==> config.mk <==
export PLATFORM = sky130hd
export DESIGN_NAME = eth_tx_arb
export DESIGN_NICKNAME = d
export VERILOG_FILES = /design/src/rtl/eth_tx_arb.sv
export SDC_FILE = /design/constraint.sdc
export NUM_CORES = 1
export LEC_CHECK = 0
export BUFFER_PORTS_ARGS = -buffer_cell sky130_fd_sc_hd__buf_2
export CAP_MARGIN = 30
export CORE_UTILIZATION = 57
export DETAILED_ROUTE_END_ITERATION = 7
export MAX_ROUTING_LAYER = met4
export PLACE_DENSITY = 0.8
export SLEW_MARGIN = 10
export SYNTH_ARGS = -nofsm -noshare
export SYNTH_HDL_FRONTEND = slang
export SYNTH_SLANG_ARGS = --single-unit
==> constraint.sdc <==
create_clock -name clk -period 3.6 [get_ports clk]
set_input_delay 0.72 -clock clk [delete_from_list [all_inputs] [get_ports clk]]
set_output_delay 0.72 -clock clk [all_outputs]
set_load 0.1 [all_outputs]
==> src/rtl/eth_tx_arb.sv <==
// rtl/eth_tx_arb.sv - round-robin Ethernet TX frame arbiter with IFG enforcement
module eth_tx_arb #(
   parameter int N         = 4,
   parameter int IFG_TICKS = 12,
   parameter int MAX_LEN   = 1526,
   parameter int TIMEOUT   = 64
) (
   input  logic           clk,
   input  logic           rst,
   input  logic [N-1:0]   req,
   input  logic [N-1:0]   val_in,
   input  logic [N*8-1:0] dat_in,
   output logic [N-1:0]   grant,
   output logic           out_val,
   output logic [7:0]     out_dat,
   output logic           busy,
   output logic           err
);

   localparam int PW = (N > 1) ? $clog2(N) : 1;

   typedef enum logic [1:0] {IDLE, GRANT, ACTIVE, IFG} state_t;

   state_t         state_q;
   logic [PW-1:0]  ptr_q;
   logic [PW-1:0]  winner_d;
   logic [PW-1:0]  idx;
   logic [N-1:0]   grant_q;
   logic           out_val_q;
   logic [7:0]     out_dat_q;
   logic           err_q;
   logic [15:0]    cnt_q;
   logic [15:0]    tmr_q;
   logic [7:0]     ifg_q;
   logic           sel_val;
   logic [7:0]     sel_dat;

   // Descending scan so the nearest requester after the pointer wins.
   always_comb begin
      winner_d = ptr_q;
      idx      = '0;
      for (int k = N; k >= 1; k--) begin
         idx = PW'((int'(ptr_q) + k) % N);
         if (req[idx]) winner_d = idx;
      end
   end

   // ptr_q doubles as the current winner once granted.
   assign sel_val = val_in[ptr_q];
   assign sel_dat = dat_in[{ptr_q, 3'b000} +: 8];

   always_ff @(posedge clk or posedge rst) begin
      if (rst) begin
         state_q   <= IDLE;
         ptr_q     <= PW'(N - 1);
         grant_q   <= '0;
         out_val_q <= 1'b0;
         out_dat_q <= 8'd0;
         err_q     <= 1'b0;
         cnt_q     <= 16'd0;
         tmr_q     <= 16'd0;
         ifg_q     <= 8'd0;
      end else begin
         err_q <= 1'b0;
         case (state_q)
            IDLE: begin
               out_val_q <= 1'b0;
               out_dat_q <= 8'd0;
               if (|req) begin
                  ptr_q   <= winner_d;
                  grant_q <= N'(1) << winner_d;
                  tmr_q   <= 16'd0;
                  cnt_q   <= 16'd0;
                  state_q <= GRANT;
               end
            end
            GRANT: begin
               if (sel_val) begin
                  out_val_q <= 1'b1;
                  out_dat_q <= sel_dat;
                  cnt_q     <= 16'd1;
                  state_q   <= ACTIVE;
               end else if (tmr_q == 16'(TIMEOUT - 1)) begin
                  grant_q <= '0;
                  err_q   <= 1'b1;
                  ifg_q   <= 8'd0;
                  state_q <= IFG;
               end else begin
                  tmr_q <= tmr_q + 16'd1;
               end
            end
            ACTIVE: begin
               if (!sel_val || cnt_q == 16'(MAX_LEN)) begin
                  // Frame end and truncation share the IFG path; only truncation flags err.
                  out_val_q <= 1'b0;
                  out_dat_q <= 8'd0;
                  grant_q   <= '0;
                  err_q     <= sel_val;
                  ifg_q     <= 8'd0;
                  state_q   <= IFG;
               end else begin
                  out_val_q <= 1'b1;
                  out_dat_q <= sel_dat;
                  cnt_q     <= cnt_q + 16'd1;
               end
            end
            IFG: begin
               out_val_q <= 1'b0;
               out_dat_q <= 8'd0;
               if (ifg_q == 8'(IFG_TICKS - 1)) state_q <= IDLE;
               else ifg_q <= ifg_q + 8'd1;
            end
            default: state_q <= IDLE;
         endcase
      end
   end

   assign grant   = grant_q;
   assign out_val = out_val_q;
   assign out_dat = out_dat_q;
   assign err     = err_q;
   assign busy    = (state_q != IDLE);

endmodule

# Word-level counts from Yosys, hierarchy flattened
# Index checks and enable logic that the tools add are counted.
[totals]
out_inout_bits = 15
register_bits = 58
word_cells = 101
inputBits = 42
[op_classes]
shift = 2
mux = 47
reduce_logical = 15
n_lt_le_gt_ge = 5
n_eq_ne = 16
n_addsub = 7
[op_table]
columns = ["op", "count"]
rows = [
  ["2-to-1 mux 16 bit", 5],
  ["2-to-1 mux 8 bit", 6],
  ["case mux 16 bit (3 select lines)", 1],
  ["case mux 8 bit (3 select lines)", 2],
  ["adder 16 x 1 -> 16 bit (second input constant)", 2],
  ["case mux 16 bit (2 select lines)", 1],
  ["indexed part select 32 x 6 -> 8 bit", 1],
  ["2-to-1 mux 2 bit", 9],
  ["inequality test 2 bit (second input constant)", 9],
  ["== test 16 x 11 -> 1 bit (second input constant)", 1],
  ["== test 16 x 6 -> 1 bit (second input constant)", 1],
  ["2-to-1 mux 4 bit", 4],
  ["< comparator 2 x 3 -> 1 bit (second input constant)", 5],
  ["case mux 4 bit (3 select lines)", 1],
  ["AND reduction 4 bit", 3],
  ["binary-select mux 1 bit (select 2 bit)", 5],
  ["2-to-1 mux 1 bit", 10],
  ["AND reduction 5 bit", 2],
  ["adder 8 x 1 -> 8 bit (second input constant)", 1],
  ["== test 8 x 4 -> 1 bit (second input constant)", 1],
  ["case mux 2 bit (4 select lines)", 1],
  ["nonzero test 3 bit", 2],
  ["adder 2 x 1 -> 2 bit (second input constant)", 2],
  ["adder 2 bit (second input constant)", 2],
  ["13 further kinds", 15],
]

# Longest topological paths before layout
[logic_depth]
depth_word = 10
ltp_mapped = 9

# Worst setup path after synthesis
# Ideal clock, no wire load.
[synth_timing]
kind = "reg2reg"
start = "register cnt_q[0]"
end = "register grant_q[2] (netlist: grant[2])"
setup_ns = 0.128
slack_ns = 0.843
path_buffers = 2
period_less_slack_ns = 2.757
arrival_time_ns = 2.629
stages_incl_launch_ff = 10
required_ns = 3.472
path_cell_list = "dfrtp_1 inv_1 ha_1 or4b_1 or4_1 buf_2 nor2b_4 buf_2 or3_4 mux2_1"
[synth_between]
elab_chain_cells = 4
[synth_rtl]
columns = ["element", "line_no", "text"]
rows = [
  ["from (decl)", "32", "logic [15:0] cnt_q;"],
  ["from (signal assigned)", "104", "cnt_q <= cnt_q + 16'd1;"],
  ["== test 16 x 11 -> 1 bit", "93", "if (!sel_val || cnt_q == 16'(MAX_LEN)) begin"],
  ["logical OR 1 bit", "93", ""],
  ["inequality test 2 bit (no source line)", "-", ""],
  ["AND reduction 5 bit (no source line)", "-", ""],
  ["to (signal assigned)", "71", "grant_q <= N'(1) << winner_d;"],
  ["to (decl)", "28", "logic [N-1:0] grant_q;"],
]
# No other way between the ends.
# A chain may end at the register's enable or synchronous reset.

# Worst setup path in the final report
[layout_timing]
start = "register ptr_q[1]"
end = "register tmr_q[10]"
[layout_between]
elab_chain_cells = 4
[layout_rtl]
columns = ["element", "line_no", "text"]
rows = [
  ["from (decl)", "25", "logic [PW-1:0] ptr_q;"],
  ["from (signal assigned)", "55", "ptr_q <= PW'(N - 1);"],
  ["from (signal assigned)", "70", "ptr_q <= winner_d;"],
  ["binary-select mux 1 bit (select 2 bit)", "49", "assign sel_val = val_in[ptr_q];"],
  ["2-to-1 mux 1 bit (implied by the code)", "49", ""],
  ["inequality test 2 bit (no source line)", "-", ""],
  ["AND reduction 4 bit (no source line)", "-", ""],
  ["to (signal assigned)", "89", "tmr_q <= tmr_q + 16'd1;"],
  ["to (decl)", "33", "logic [15:0] tmr_q;"],
]
# No other way between the ends. The select of a mux whose other input is x is not followed.

==> results by group <==
Outcome
  • Status: finished clean

Synth
  • Asr flop ratio synth: 100%
  • Cell count after synthesis: ~370
  • Number of synthesized flops with an enable pin: 0
  • Ys flop type: dfrtp_1
  • Yosys top cell area share: about two fifths
  • Mean post-synth cell area: 9.38 µm²
  • Synth warn: 0
  • Number of synthesized register bits: 58
  • Register area share after synthesis: between 40% and 50%
  • Post-synthesis cell area: 3480 µm²
  • Synth area leader: dfrtp_1
  • Synth cell types: 50
  • Synth area leaders: dfrtp_1 (40%), mux4_2 (5.8%), o21ai_0 (5.2%)
  • Syn nets: between 400 and 500

Floorplanning
  • Row count: 28
  • Die Footprint: 6420 µm²
  • Core Area: 5890 µm²
  • Initial Util: 59.1%
  • Horiz. Die Dim: 80.1 µm
  • Die Y: 80.1 µm
  • # IOs: 57

Clocking
  • Resized Gates After CTS: 0
  • Post-CTS Hold Buffers: 0
  • Clk_lat worst skew: 0.34 ns
  • Clk root buf: clkbuf_8
  • CTS tree: done
  • H-tree Lvls: 3
  • Total CTS buffers: 9
  • Reg clk slew, reported paths: roughly 0.060 ns
  • CTS sink cnt: 58
  • CTS max path bufs: 2
  • Setup bufs post-CTS: 0

Timing
  • Worst slew margin: 47.9%
  • FMAX: 324 MHz
  • Hold Vio Cnt, Final: 0
  • Tmin final: between 3 and 4 ns
  • Fin. max-slew vios: 0
  • Period utilization: 85.6%
  • Slew @ Worst Pin: 0.778 ns
  • Worst Slack Setup Final: approximately 0.52 ns
  • Setup TNS: 0 ns
  • Clock skew: 0.00804 ns
  • RSZ-0062 raised after global routing: no
  • Final setup violation count: 0
  • Worst hold slack: 0.372 ns

Worst hold path
  • Worst min path class: input port to asynchronous set/reset pin

Setup path
  • Worst path buffer plus inverter count: 0
  • Critical path origin: ptr_q[1]
  • Critical path depth: 5
  • CP max FO: 19
  • WP data required: 3.87 ns
  • CP peak stage delay: 0.77 ns
  • Slowest CP cell: dfstp_2
  • Crit-path leading delay family: simple AND/OR/NAND/NOR gates
  • Crit end category: flip-flop
  • Register-to-Register Path Depth: 5
  • Worst setup SP type: flip-flop
  • Crit path kind: flip-flop to flip-flop
  • Critical Path AT: 3.35 ns
  • Reg2reg start: ptr_q[1]
  • CP cell instances: mux4_2 -> nor2b_1 -> nand4_1 -> or4_1 -> a21oi_1

Global routing
  • GR Util All Layers: 28.3%
  • Initial antenna violation count: 0
  • Vias in the first global route: 2959
  • Largest net degree at the start of global routing: 39
  • Total grt overflow: 0
  • First-pass GRT wire length: between 10000 and 15000 µm

Run
  • Number of max-cap violations: 0

Place
  • Post-DP HPWL: 5600 µm
  • Cell Area, Placed: about 3800 µm²
  • IO Port Bufs: 56
  • DP Worst Slack: 0.400 ns
  • Routability cong.: roughly 0.87

Layout
  • Synth-to-Final Area Change: 16.3%
  • Most frequent cells in the layout: dfrtp_1 (56), buf_2 (56), o21ai_0 (36)
  • Share of layout cells above drive strength 1: 22.4%
  • Finished Cell Area: 4050 µm²
  • Register area: 1450 µm²
  • N_diodes: 0
  • # fillers: 455
  • Layout Nets: 476
  • Multi-input gate area in the final layout: approximately 1900 µm²

Detailed routing
  • Vias post-DR: 3063
  • 1st-iter DRT viols: 196
  • Routed WL: 7790 µm
  • Final antenna-violating net count: 0
  • TritonRoute pass-1 iters: 4
  • Post-DR vias/cell: 6.08
  • Number of remaining DRC errors: 0
  • Drt wl/cell: between 15 and 20 µm

Power
  • Max rail drop VDD: about 0.00052 V
  • Power Density: 733 nW/µm²
  • Leakage: 0.00185 µW
==> worst reg2reg max path: stages, from the launching register on <==
cell and delay [ns]:
dfstp_2 0.77, mux4_2 0.46, nor2b_1 0.48, nand4_1 0.51, or4_1 0.64, a21oi_1 0.15
==> metal layers <==
layer | up-vias | GRT usage, % | routed length (µm)
met4 | 0 | 14.3 | 152
li1 | 1501 | - | -
met3 | 18 | 5.34 | 299
met2 | 62 | 45.0 | 3940
met1 | 1482 | 34.8 | 3400
met5 | - | - | 0
==> report_power, final <==
| part | leakage, µW | total [µW] | switching (µW) | internal [µW] |
|---|---|---|---|---|
| Sequential | 0.000787 | 860 | 100 | 760 |
| Combinational | 0.000945 | 1420 | 947 | 470 |
| Clock | 0.000115 | 689 | 251 | 439 |
==> cells in the mapped netlist, types with 3 or more instances <==
cell	number
clkbuf_1	11
nand4_1	9
a21oi_1	16
mux4_2	9
o22a_1	8
nor2b_1	4
mux2_2	5
ha_1	8
dfrtp_1	56
a31oi_1	7
and2_1	3
nand2_1	35
or4_1	3
nand2b_1	9
buf_2	4
nor2_1	10
o41ai_1	4
or3_1	13
nor3_1	9
nand3_1	16
mux2i_1	6
nor4_1	5
inv_1	26
and3_1	6
a2bb2oi_1	3
nor3b_1	5
o31ai_1	16
o211ai_1	3
o21ai_0	36
==> logic make-up (layout without fill, tap and decap cells) <==
logic type / count (synthesis) / after routing / share of synthesized area [%]
AND/OR/NAND/NOR: 138 / 138 / 21.9
AO/OA/AOI/OAI: 102 / 102 / 18.9
flip-flops: 58 / 58 / 41.8
buffers and inverters: 43 / 101 / 4.78
multiplexers: 21 / 21 / 9.50
adder cells (fa/ha/maj): 8 / 8 / 2.88
XOR/XNOR: 1 / 1 / 0.252
==> area by class of cell <==
cell class | count | share of cell area [%]
Tap cell | 75 | 2.32
Inverter | 26 | 2.41
Sequential cell | 58 | 35.9
Clock inverter | 2 | 1.48
Clock buffer | 12 | 4.08
Multi-Input combinational cell | 270 | 45.9
Timing Repair Buffer | 61 | 7.85
==> per-stage QoR <==
step	total power [µW]	utilization [%]	instances
after global placement	2250	64.9	490
after CTS	2980	68.8	504
after global routing	3160	68.8	504
after floorplan	2000	-	371
final	2970	68.8	504
after detailed placement	2290	64.9	490
==> final timing paths <==
check	to	slack [ns]
max in group asynchronous	ptr_q[1]	2.38
worst max register to register	tmr_q[10]	0.52
min in group clk	out_dat[6]	0.48
worst min register to register	out_dat[6]	0.48
worst max-delay path	tmr_q[10]	0.52
worst min-delay path	cnt_q[8]	0.37
==> flip-flops by register name (all words and copies together), names as in the netlist <==
register  count
ptr_q         2
cnt_q        16
err           1
state_q       2
grant         4
tmr_q        16
ifg_q         8
out_val       1
out_dat       8
(Power assumes the default switching activity.)
